<file path="src/rtl/slice_subtractor16.sv">
// Sequential A - B - bin subtractor resolving SLICE bits per clock with
// borrow-lookahead inside each slice and a registered borrow between slices.
module slice_subtractor16 #(
   parameter int WIDTH = 16,
   parameter int SLICE = 4
) (
   input  logic             clk_i,
   input  logic             reset_i,
   input  logic             start_i,
   input  logic [WIDTH-1:0] a_i,
   input  logic [WIDTH-1:0] b_i,
   input  logic             bin_i,
   output logic             busy_o,
   output logic             done_o,
   output logic [WIDTH-1:0] diff_o,
   output logic             bout_o,
   output logic             ovf_o,
   output logic             zero_o
);

   localparam int NSLICE = WIDTH / SLICE;
   localparam int IDX_W  = (NSLICE > 1) ? $clog2(NSLICE) : 1;

   typedef enum logic [1:0] {IDLE, RUN, DONE} state_t;

   state_t             state_q, state_d;
   logic [WIDTH-1:0]   opA_q, opA_d, opB_q, opB_d;
   logic [WIDTH-1:0]   diffInt_q, diffInt_d, diff_q, diff_d;
   logic [IDX_W-1:0]   idx_q, idx_d;
   logic               borrow_q, borrow_d;
   logic               bout_q, bout_d, ovf_q, ovf_d, zero_q, zero_d;

   logic [SLICE-1:0]   sliceA, sliceB, gen, prop, sliceD;
   logic [SLICE:0]     br;
   logic [WIDTH-1:0]   diffFull;
   logic               term;

   // Each lookahead borrow is built as an OR of AND terms over the slice
   // inputs and the incoming borrow, so no borrow ripples bit to bit.
   always_comb begin
      sliceA = opA_q[idx_q*SLICE +: SLICE];
      sliceB = opB_q[idx_q*SLICE +: SLICE];
      gen    = ~sliceA & sliceB;
      prop   = ~(sliceA ^ sliceB);
      br     = '0;
      term   = 1'b0;
      br[0]  = borrow_q;
      for (int i = 0; i < SLICE; i++) begin
         term = borrow_q;
         for (int k = 0; k <= i; k++) term = term & prop[k];
         br[i+1] = term;
         for (int j = 0; j <= i; j++) begin
            term = gen[j];
            for (int k = j + 1; k <= i; k++) term = term & prop[k];
            br[i+1] = br[i+1] | term;
         end
      end
      sliceD   = sliceA ^ sliceB ^ br[SLICE-1:0];
      diffFull = diffInt_q;
      diffFull[idx_q*SLICE +: SLICE] = sliceD;
   end

   // DONE accepts a new start exactly like IDLE to allow back-to-back operations.
   always_comb begin
      state_d   = state_q;
      opA_d     = opA_q;
      opB_d     = opB_q;
      diffInt_d = diffInt_q;
      idx_d     = idx_q;
      borrow_d  = borrow_q;
      diff_d    = diff_q;
      bout_d    = bout_q;
      ovf_d     = ovf_q;
      zero_d    = zero_q;
      case (state_q)
         IDLE, DONE: begin
            if (start_i) begin
               opA_d     = a_i;
               opB_d     = b_i;
               borrow_d  = bin_i;
               idx_d     = '0;
               diffInt_d = '0;
               state_d   = RUN;
            end else begin
               state_d   = IDLE;
            end
         end
         RUN: begin
            diffInt_d = diffFull;
            borrow_d  = br[SLICE];
            idx_d     = idx_q + 1'b1;
            if (idx_q == IDX_W'(NSLICE - 1)) begin
               state_d = DONE;
               diff_d  = diffFull;
               bout_d  = br[SLICE];
               ovf_d   = (opA_q[WIDTH-1] ^ opB_q[WIDTH-1]) & (diffFull[WIDTH-1] ^ opA_q[WIDTH-1]);
               zero_d  = (diffFull == '0);
            end
         end
         default: state_d = IDLE;
      endcase
   end

   always_ff @(posedge clk_i) begin
      if (reset_i) begin
         state_q   <= IDLE;
         opA_q     <= '0;
         opB_q     <= '0;
         diffInt_q <= '0;
         idx_q     <= '0;
         borrow_q  <= 1'b0;
         diff_q    <= '0;
         bout_q    <= 1'b0;
         ovf_q     <= 1'b0;
         zero_q    <= 1'b0;
      end else begin
         state_q   <= state_d;
         opA_q     <= opA_d;
         opB_q     <= opB_d;
         diffInt_q <= diffInt_d;
         idx_q     <= idx_d;
         borrow_q  <= borrow_d;
         diff_q    <= diff_d;
         bout_q    <= bout_d;
         ovf_q     <= ovf_d;
         zero_q    <= zero_d;
      end
   end

   assign busy_o = (state_q == RUN);
   assign done_o = (state_q == DONE);
   assign diff_o = diff_q;
   assign bout_o = bout_q;
   assign ovf_o  = ovf_q;
   assign zero_o = zero_q;

endmodule
</file>
<file path="config.mk">
export PLATFORM = sky130hd
export DESIGN_NAME = slice_subtractor16
export DESIGN_NICKNAME = d
export VERILOG_FILES = /design/src/rtl/slice_subtractor16.sv
export SDC_FILE = /design/constraint.sdc
export NUM_CORES = 1
export LEC_CHECK = 0
export ABC_AREA = 1
export CORE_ASPECT_RATIO = 2
export CORE_MARGIN = 1
export CORE_UTILIZATION = 47
export CTS_CLUSTER_SIZE = 16
export DETAILED_ROUTE_END_ITERATION = 8
export GPL_TIMING_DRIVEN = 0
export PLACE_DENSITY_LB_ADDON = 0.08
export SYNTH_ARGS = -nofsm -noshare
export SYNTH_HDL_FRONTEND = slang
export SYNTH_SLANG_ARGS = --single-unit
</file>
<file path="constraint.sdc">
create_clock -name clk_i -period 2.6 [get_ports clk_i]
set_input_delay 0.52 -clock clk_i [delete_from_list [all_inputs] [get_ports clk_i]]
set_output_delay 0.52 -clock clk_i [all_outputs]
set_load 0.005 [all_outputs]
</file>
==> results.tsv, run 1 <==
stage	metric	value	unit
pwr	worst vdd ir	0.0005787	V
worst_setup_path	endpoint type of the worst setup path	register	
timing	final setup fails	0	
die	row count	42	
worst_hold_path	Min-Delay Path Class	register to register	
worst_setup_path	Critical Path AT	2780	ps
pwr	PD cells	710.1	nW/um^2
pwr	switching share of power	0.2685	
pwr	leakage power	1.890	nW
routing	final wirelength	9485	um
routing	Pre-antenna DRT Iters	4	
timing	Rel. slew slack	0.6108	
clock_network	clock slew at reported path FFs	60	ps
die	core area	6674	um^2
placement	PortBufs	56	
synth	Synth Area in Adders	0.04795	
layout	most frequent cells in the layout	nand2_1, nor2_1, dfxtp_1	
worst_setup_path	r2r setup slk	20	ps
timing	Period Utilization, post-route	0.9914	
synth	Synth Area in Compound Gates	0.1568	
run	# Max-Cap Violations	0	
worst_setup_path	RR Endpoint	ovf_o	
worst_setup_path	CP endpoint	ovf_o	
routing	WL/cell	14.94	um
synth	post-synthesis simple-gate area fraction	0.2873	
global_route	largest net degree at the start of global routing	14	
synth	Cell Area, Synth	3288	um^2
pwr	net load switching power	860.2	uW
synth	Syn Area/Cell	7.056	um^2
placement	Post-DP Area	3959	um^2
layout	commonest non-fill, non-tap cell in the layout	nand2_1	
layout	Synth-to-Final Area Change	37.21	%
routing	DRC	0	
die	Die Ht	120.3	um
pwr	Cell Int Power	2.344	mW
layout	share of post-route cells with drive strength above 1	0.1371	
run_status	status	finished clean	
synth	Mapped Cells	466	
clock_network	CTS sink count	72	
routing	drt first-iter violations	188	
global_route	global-route usage over all layers	0.2837	
global_route	global-route wire length before repair	15060	um
synth	Post-Synth XOR/XNOR Area	0	
clock_network	worst skew pair latency	340	ps
die	boundary pin count	57	
synth	library cells used by synthesis	29	
layout	fin area	4512	um^2
timing	skew final	7.668	ps
routing	Via Count	3326	
worst_setup_path	Critical Path Fanout Max	12	
layout	Antenna Cells	0	
timing	min Tclk post-route	2578	ps
timing	endpoints failing hold	0	
pwr	Design Power	3.204	mW
layout	net count reported at finish	590	
layout	Final Instance Count excl. Fillers	635	
worst_setup_path	CP required	2800	ps
synth	Mapped Nets	514	
synth	largest family of logic cells by synthesized area	simple AND/OR/NAND/NOR gates	
synth	Ys Warns	0	
pwr	clock share of power	0.456	
clock_network	hold buffers post-CTS	0	
worst_setup_path	reg-to-reg critical path startpoint	idx_q[0]	
worst_setup_path	kind of critical path	register to register	
worst_setup_path	reg2reg path depth	16	
synth	post-synthesis mux area share	0	
global_route	initial antenna violation count	0	
pwr	Comb power frac	0.172	
placement	placed cells	610	
layout	Seq. cell area	1449	um^2
clock_network	H-tree levels	3	
placement	gpl congestion	0.8934	
worst_setup_path	worst setup path start	idx_q[0]	
die	starting density of the core	0.4927	
clock_network	Root Driver	clkbuf_16	
clock_network	total CTS buffers	9	
worst_setup_path	Startpoint Class	register	
die	Die Wd	61.15	um
timing	Max Fclk	0.3879	GHz
synth	Synth Register Bits	72	
pwr	Reg power frac	0.372	
routing	Routed Antenna Nets	0	
clock_network	clk buf depth	2	
placement	HPWL after DPL	6735	um
die	Die ar.	7355	um^2
synth	Seq/Total Area, Yosys	0.4384	
layout	Layout fillers	633	
global_route	vias in the first global route	3138	
routing	via/cell ratio	5.238	
clock_network	TritonCTS clock tree	yes	
layout	multi-input combinational cell area	1689	um^2
global_route	total grt overflow	0	
timing	RSZ-0062 raised after global routing	yes	
timing	Slew @ Worst Pin	583.8	ps
timing	fin. max-slew vios	0	
==> cells in the mapped netlist <==
| cell | instances | area [um^2] |
|---|---|---|
| a211oi_1 | 1 | 7.510 |
| a21boi_2 | 1 | 11.26 |
| a21oi_1 | 25 | 125.1 |
| a21oi_2 | 1 | 8.760 |
| a2bb2oi_1 | 2 | 17.52 |
| a32o_1 | 4 | 40.04 |
| buf_1 | 1 | 3.750 |
| buf_2 | 4 | 20.02 |
| buf_6 | 1 | 11.26 |
| clkbuf_1 | 16 | 60.06 |
| clkinv_1 | 2 | 7.510 |
| dfxtp_1 | 72 | 1441 |
| fa_1 | 1 | 20.02 |
| ha_1 | 11 | 137.6 |
| inv_1 | 28 | 105.1 |
| inv_2 | 4 | 15.01 |
| inv_4 | 1 | 6.260 |
| nand2_1 | 110 | 412.9 |
| nand2_2 | 3 | 18.77 |
| nand3_1 | 24 | 120.1 |
| nand3_2 | 1 | 10.01 |
| nand3b_1 | 1 | 7.510 |
| nand4_1 | 7 | 43.79 |
| nor2_1 | 82 | 307.8 |
| nor2_2 | 3 | 18.77 |
| nor3_1 | 1 | 5.000 |
| o211ai_1 | 2 | 15.01 |
| o21ai_0 | 53 | 265.3 |
| o22ai_1 | 4 | 25.02 |
==> cell type report <==
type	count	area share
plain buffers	21	0.02967
inverters	35	0.03106
flip-flops and latches	72	0.3211
clock buffers	10	0.05297
clock inverters	6	0.02551
repair buffers	66	0.1409
well taps	88	0.02440
multi-input cells	337	0.3744
==> through the flow <==
step / TNS, ps / setup slack [ps] / hold WS, ps / utilization
3_5_place_dp: -7645 / -649.5 / 455.7 / 0.5932
4_1_cts: -77.06 / -77.06 / 464.7 / 0.6697
3_3_place_gp: -7155 / -634.7 / 452.3 / 0.5932
6_report: 0 / 22.32 / 465.7 / 0.6760
5_1_grt: -193.0 / -78.71 / 474.8 / 0.6760
2_1_floorplan: 0 / 8.946 / 443.9 / -
==> power by group through the flow <==
stage	sequential [mW]	combinational (mW)	clock (mW)
4_1_cts	1.19	0.527	1.47
2_1_floorplan	1.20	0.321	0
6_report	1.19	0.550	1.46
3_3_place_gp	1.21	0.470	0
5_1_grt	1.20	0.602	1.52
3_5_place_dp	1.21	0.479	0
==> metal layers <==
layer,share of wire,vias to the layer above,routed length [um],global-route usage
met3,0.029,31,275,0.05882
li1,-,1676,-,-
met5,0,-,0,0
met2,0.55,85,5230,0.4993
met1,0.37,1534,3488,0.2825
met4,0.052,0,491,0.1818
==> cells by family after synthesis <==
| logic type | after synthesis |
|---|---|
| simple gates | 232 |
| buf+inv | 57 |
| fa+ha+maj | 12 |
| compound gates | 93 |
| flops | 72 |
==> flip-flops by register name (all words and copies together), names as in the netlist <==
name and cells:
ovf_o 1, idx_q 2, opB_q 16, diffInt_q 16, zero_o 1, borrow_q 1
state_q 2, diff_o 16, opA_q 16, bout_o 1
==> repair_timing <==
action	4_1_cts	5_1_grt
endpoints found under the hold margin	0	0
setup endpoints to repair	26	8
pin swaps	13	12
setup buffers	9	1
resized for setup	33	21
==> critical path: stages (launching register included) <==
cell and delay, ps:
dfxtp_4 410, inv_8 60, clkbuf_16 170, nor2_2 120, o22ai_2 130, ha_1 330
ha_2 190, nand2_2 80, nand3_2 80, nand2_2 100, nand3b_1 90, nand2_2 120
nand4_1 140, nand2_2 160, o21ai_0 100, nand3_1 90, a21oi_1 60
==> worst min-delay path by stage <==
stage          cells after the start             to          start
3_3_place_gp                       2   diffInt_q[0]   diffInt_q[0]
2_1_floorplan                      2   diffInt_q[1]   diffInt_q[1]
6_report                           2  diffInt_q[12]  diffInt_q[12]
3_5_place_dp                       2   diffInt_q[0]   diffInt_q[0]
5_1_grt                            2   diffInt_q[9]   diffInt_q[9]
4_1_cts                            2   diffInt_q[0]   diffInt_q[0]
(Power assumes the default switching activity.)
==> inputs of run 2 (changes only) <==
--- a/config.mk
+++ b/config.mk
@@ -11,7 +11,6 @@
 export CORE_UTILIZATION = 47
 export CTS_CLUSTER_SIZE = 16
 export DETAILED_ROUTE_END_ITERATION = 8
-export GPL_TIMING_DRIVEN = 0
 export PLACE_DENSITY_LB_ADDON = 0.08
 export SYNTH_ARGS = -nofsm -noshare
 export SYNTH_HDL_FRONTEND = slang
==> results.tsv, run 2 (synthesized netlist as in run 1, its figures left out) <==
stage	metric	value	unit	change
routing	DRC	0		unchanged
routing	WL/cell	14.46	um	was 14.94 um
timing	Slew @ Worst Pin	421.6	ps	was 583.8 ps
layout	share of post-route cells with drive strength above 1	0.1013		was 0.1371
routing	final wirelength	8979	um	was 9485 um
die	row count	42		unchanged
clock_network	total CTS buffers	9		unchanged
worst_setup_path	kind of critical path	register to register		unchanged
die	Die Wd	61.15	um	unchanged
clock_network	worst skew pair latency	330	ps	was 340 ps
layout	commonest non-fill, non-tap cell in the layout	nand2_1		unchanged
worst_setup_path	CP required	2870	ps	was 2800 ps
clock_network	clock slew at reported path FFs	50	ps	was 60 ps
pwr	PD cells	689.0	nW/um^2	was 710.1 nW/um^2
timing	min Tclk post-route	2447	ps	was 2578 ps
global_route	vias in the first global route	3092		was 3,138
timing	final setup TNS	0	ps	unchanged
timing	Period Utilization, post-route	0.9411		was 0.9914
timing	Rel. slew slack	0.7190		was 0.6108
run	# Max-Cap Violations	0		unchanged
die	starting density of the core	0.4927		unchanged
pwr	leakage power	1.835	nW	was 1.890 nW
layout	fin util	0.6507		was 0.6760
die	boundary pin count	57		unchanged
global_route	total grt overflow	0		unchanged
clock_network	post-CTS setup buffers	0		was 9
timing	Max Fclk	0.4087	GHz	was 0.3879 GHz
layout	Synth-to-Final Area Change	32.08	%	was 37.21%
placement	PortBufs	56		unchanged
clock_network	TritonCTS clock tree	yes		unchanged
routing	Via Count	3244		was 3,326
worst_setup_path	Startpoint Class	register		unchanged
layout	Antenna Cells	0		unchanged
die	core area	6674	um^2	unchanged
global_route	global-route usage over all layers	0.2648		was 0.2837
worst_setup_path	endpoint type of the worst setup path	register		unchanged
worst_setup_path	CP Cell Sequence	inv_8, nand2_1, a32o_2, ha_1, ha_1, nand2_1, nand3_1, nand2_2, nand2_1, nand2_1, nand2_2, nand3_1, nand2_1, nor2_1, nand3_1, a21oi_2		was inv_8, clkbuf_16, nor2_2, o22ai_2, ha_1, ha_2, nand2_2, nand3_2, nand2_2, nand3b_1, nand2_2, nand4_1, nand2_2, o21ai_0, nand3_1, a21oi_1
global_route	initial antenna violation count	0		unchanged
worst_setup_path	CP max stage delay	390	ps	was 410 ps
global_route	largest net degree at the start of global routing	51		was 14
die	Die ar.	7355	um^2	unchanged
clock_network	H-tree levels	3		unchanged
worst_setup_path	Critical Path AT	2720	ps	was 2780 ps
timing	fin. max-slew vios	0		unchanged
clock_network	clk buf depth	2		unchanged
layout	net count reported at finish	576		was 590
routing	drt first-iter violations	170		was 188
routing	Routed Antenna Nets	0		unchanged
timing	skew final	3.009	ps	was 7.668 ps
timing	endpoints failing hold	0		unchanged
placement	gpl congestion	0.9546		was 0.8934
worst_setup_path	CP most frequent cell	nand2_1		was nand2_2
timing	RSZ-0062 raised after global routing	no		was yes
pwr	worst vdd ir	0.0004825	V	was 0.0005787 V
worst_setup_path	Critical Path Fanout Max	17		was 12
die	Die Ht	120.3	um	unchanged
worst_hold_path	Min-Delay Path Class	register to register		unchanged
run_status	status	finished clean		unchanged
placement	HPWL after DPL	6653	um	was 6735 um
layout	most frequent cells in the layout	nand2_1, nor2_1, dfxtp_1		unchanged
worst_setup_path	Slowest-stage cell, CP	dfxtp_4		unchanged
global_route	global-route wire length before repair	13950	um	was 15,060 um
clock_network	CTS sink count	72		unchanged
routing	via/cell ratio	5.224		was 5.238
routing	Pre-antenna DRT Iters	4		unchanged
clock_network	Root Driver	clkbuf_16		unchanged
timing	final setup fails	0		unchanged
[run 2: layer usage]
metal | GRT usage | part of all wire
met5 | 0 | 0
met4 | 0.2244 | 0.074
met3 | 0.04599 | 0.030
met2 | 0.4606 | 0.54
met1 | 0.2486 | 0.35
[run 2: cell type report]
cell class | count | area (um^2)
Tap cell | 88 | 110.1
Inverter | 35 | 141.4
Clock buffer | 13 | 250.2
Clock inverter | 3 | 65.06
Multi-Input combinational cell | 337 | 1638
Sequential cell | 72 | 1446
Timing Repair Buffer | 73 | 691.9
Fill cell | 614 | 2331
[run 2: final timing paths]
| path | from | end | slack, ps | cells after the start |
|---|---|---|---|---|
| setup reg to reg | idx_q[0] | zero_o | 150 | 16 |
| hold / removal | diff_o[11] | diff_o[11] | 470 | 2 |
| setup / recovery | idx_q[0] | zero_o | 150 | 16 |
| hold reg to reg | diff_o[11] | diff_o[11] | 470 | 2 |
[run 2: power breakdown]
group,switching [mW],internal (mW)
Sequential,0.0383,1.16
Combinational,0.293,0.197
Clock,0.441,0.865
Total,0.772,2.22
[run 2: worst max-delay path: cells and delay by family (launching register included)]
kind                       cells  cell delay (ps)
and+or+nand+nor               11             1030
DFF                            1              390
adders and majority gates      2              480
AOI/OAI and AO/OA              2              380
buffers and inverters          1              110
[run 2: timing repair]
| item | CTS | global route |
|---|---|---|
| resized for setup | 0 | 15 |
| hold buffers | 0 | 0 |
| endpoints found under the setup margin | 0 | 14 |
| endpoints found under the hold margin | 0 | 0 |
[run 2: metrics by stage]
| stage | area [um^2] | cells | power [mW] | setup WS [ps] | hold WS (ps) |
|---|---|---|---|---|---|
| floorplan | 3288 | 466 | 1.522 | 8.946 | 443.9 |
| global placement | 3991 | 605 | 1.684 | 96.36 | 452.3 |
| global route | 4343 | 621 | 3.121 | 0.2696 | 488.4 |
| finish | 4343 | 621 | 2.992 | 153.2 | 466.8 |
| CTS | 4307 | 621 | 3.001 | 6.243 | 466.7 |
| detailed placement | 3991 | 605 | 1.692 | 30.84 | 458.2 |
==> inputs of run 3 (changes only) <==
--- a/config.mk
+++ b/config.mk
@@ -12,6 +12,7 @@
 export CTS_CLUSTER_SIZE = 16
 export DETAILED_ROUTE_END_ITERATION = 8
 export PLACE_DENSITY_LB_ADDON = 0.08
+export SETUP_SLACK_MARGIN = 0.3
 export SYNTH_ARGS = -nofsm -noshare
 export SYNTH_HDL_FRONTEND = slang
 export SYNTH_SLANG_ARGS = --single-unit
==> results.tsv, run 3 (synthesized netlist as in run 1, its figures left out) <==
stage	metric	value	unit	change
layout	net count reported at finish	597		was 576
timing	endpoints failing hold	0		unchanged
die	Die Wd	61.15	um	unchanged
placement	PortBufs	56		unchanged
worst_setup_path	reg-to-reg critical path startpoint	idx_q[1]		was idx_q[0]
worst_setup_path	worst setup path start	idx_q[1]		was idx_q[0]
layout	multi-input combinational cell area	1748	um^2	was 1638 um^2
global_route	vias in the first global route	3200		was 3,092
global_route	global-route usage over all layers	0.2839		was 0.2648
worst_setup_path	kind of critical path	register to register		unchanged
clock_network	hold buffers post-CTS	0		unchanged
routing	drt first-iter violations	187		was 170
routing	WL met1	3377	um	was 3166 um
worst_hold_path	WHS Endpoint	diffInt_q[13]		was diff_o[11]
clock_network	CTS sink count	72		unchanged
timing	Period Utilization, post-route	0.9414		was 0.9411
run	# Max-Cap Violations	0		unchanged
worst_setup_path	Critical Path AT	2720	ps	about the same
clock_network	worst skew pair latency	340	ps	was 330 ps
routing	Pre-antenna DRT Iters	4		unchanged
routing	Via Count	3389		was 3,244
die	core area	6674	um^2	unchanged
timing	fin. max-slew vios	0		unchanged
layout	Antenna Cells	0		unchanged
layout	commonest non-fill, non-tap cell in the layout	nand2_1		unchanged
layout	Seq. cell area	1446	um^2	unchanged
worst_setup_path	RR Endpoint	zero_o		unchanged
die	Die ar.	7355	um^2	unchanged
timing	skew final	6.103	ps	was 3.009 ps
routing	final wirelength	9769	um	was 8979 um
global_route	largest net degree at the start of global routing	39		was 51
worst_hold_path	WHS Path Cells	2		unchanged
worst_setup_path	reg2reg path depth	14		was 16
routing	Routed Antenna Nets	0		unchanged
layout	Layout fillers	603		was 614
placement	gpl congestion	0.9251		was 0.9546
routing	DRC	0		unchanged
global_route	global-route wire length before repair	14990	um	was 13,950 um
clock_network	total CTS buffers	9		unchanged
timing	Max Fclk	0.4085	GHz	was 0.4087 GHz
clock_network	TritonCTS clock tree	yes		unchanged
clock_network	H-tree levels	3		unchanged
placement	Post-DP Area	4021	um^2	was 3991 um^2
placement	HPWL after DPL	6948	um	was 6653 um
timing	RSZ-0062 raised after global routing	yes		was no
global_route	total grt overflow	0		unchanged
pwr	worst vdd ir	0.0009095	V	was 0.0004825 V
worst_hold_path	Hold Crit Start	diffInt_q[13]		was diff_o[11]
timing	final hold slack	465.8	ps	was 466.8 ps
timing	final setup fails	0		unchanged
worst_setup_path	endpoint type of the worst setup path	register		unchanged
worst_setup_path	Startpoint Class	register		unchanged
routing	Routed met2 length	5303	um	was 4879 um
layout	share of post-route cells with drive strength above 1	0.1931		was 0.1013
layout	fin area	4609	um^2	was 4343 um^2
worst_setup_path	Critical Path Fanout Max	7		was 17
die	boundary pin count	57		unchanged
global_route	initial antenna violation count	0		unchanged
pwr	PD cells	661.3	nW/um^2	was 689.0 nW/um^2
routing	Max Used Layer	met4		unchanged
timing	min Tclk post-route	2448	ps	was 2447 ps
die	Die Ht	120.3	um	unchanged
clock_network	clk buf depth	2		unchanged
routing	via/cell ratio	5.279		was 5.224
worst_hold_path	Min-Delay Path Class	register to register		unchanged
timing	Slew @ Worst Pin	454.4	ps	was 421.6 ps
worst_setup_path	CP required	2880	ps	was 2870 ps
timing	Rel. slew slack	0.6967		was 0.7190
pwr	leakage power	1.941	nW	was 1.835 nW
routing	WL/cell	15.22	um	was 14.46 um
layout	Synth-to-Final Area Change	40.18	%	was 32.08%
clock_network	clock slew at reported path FFs	60	ps	was 50 ps
clock_network	Root Driver	clkbuf_16		unchanged
worst_setup_path	r2r setup slk	150	ps	about the same
run_status	status	finished clean		unchanged
layout	most frequent cells in the layout	nand2_1, nor2_1, dfxtp_1		unchanged
timing	final setup TNS	0	ps	unchanged
die	starting density of the core	0.4927		unchanged
die	row count	42		unchanged
routing	WL met3	382	um	was 270 um
==> run 3: how the worst max path moves through the flow <==
stage | endpoint | cells past startpoint
final | zero_o | 14
after global routing | zero_o | 16
after CTS | zero_o | 16
after detailed placement | zero_o | 16
after global placement | zero_o | 15
after floorplan | zero_o | 18
==> run 3: report_power, final <==
part / switching (mW) / leakage, nW / total (mW) / internal [mW]
combinational: 0.352 / 1.21 / 0.622 / 0.271
sequential: 0.0406 / 0.589 / 1.20 / 1.16
clock: 0.481 / 0.143 / 1.23 / 0.747
total: 0.873 / 1.94 / 3.05 / 2.18
==> run 3: metal layers <==
| metal | global-route usage | up-vias |
|---|---|---|
| met1 | 0.2750 | 1544 |
| met5 | 0 | - |
| met3 | 0.05668 | 47 |
| met4 | 0.2031 | 0 |
| met2 | 0.4986 | 115 |
| li1 | - | 1683 |
==> run 3: layout make-up <==
class,instances,share of cell area
inverter,35,0.03149
tap,88,0.02389
clock inverter,6,0.01493
timing repair buffer,94,0.1870
multi-input combinational,337,0.3792
sequential,72,0.3138
clock buffer,10,0.04967
==> run 3: per-stage QoR <==
| stage | total power [mW] | utilization | setup WS [ps] | cells |
|---|---|---|---|---|
| 3_5_place_dp | 1.714 | 0.6026 | 31.90 | 606 |
| 3_3_place_gp | 1.710 | 0.6026 | 101.4 | 606 |
| 4_1_cts | 2.964 | 0.6642 | 175.8 | 634 |
| 5_1_grt | 3.159 | 0.6907 | 28.80 | 642 |
| 6_report | 3.048 | 0.6907 | 152.3 | 642 |
| 2_1_floorplan | 1.535 | - | 215.4 | 466 |
==> run 3: worst max-delay path: stages (launching register included) <==
cell and delay, ps:
dfxtp_2 350, clkinvlp_4 150, a32o_2 330, fa_2 580
buf_4 120, inv_1 50, nand2_2 90, nand2_4 70
nor2_2 90, nand2_1 50, nor2_1 100, nand3_1 70
nor2_1 110, nand3_1 100, a21oi_2 120
==> run 3: repair_timing <==
| item | in CTS | in global routing |
|---|---|---|
| hold endpoints to repair | 0 | 0 |
| setup buffers | 12 | 8 |
| pin swaps | 6 | 27 |
| endpoints found under the setup margin | 16 | 21 |
| resized for setup | 12 | 34 |
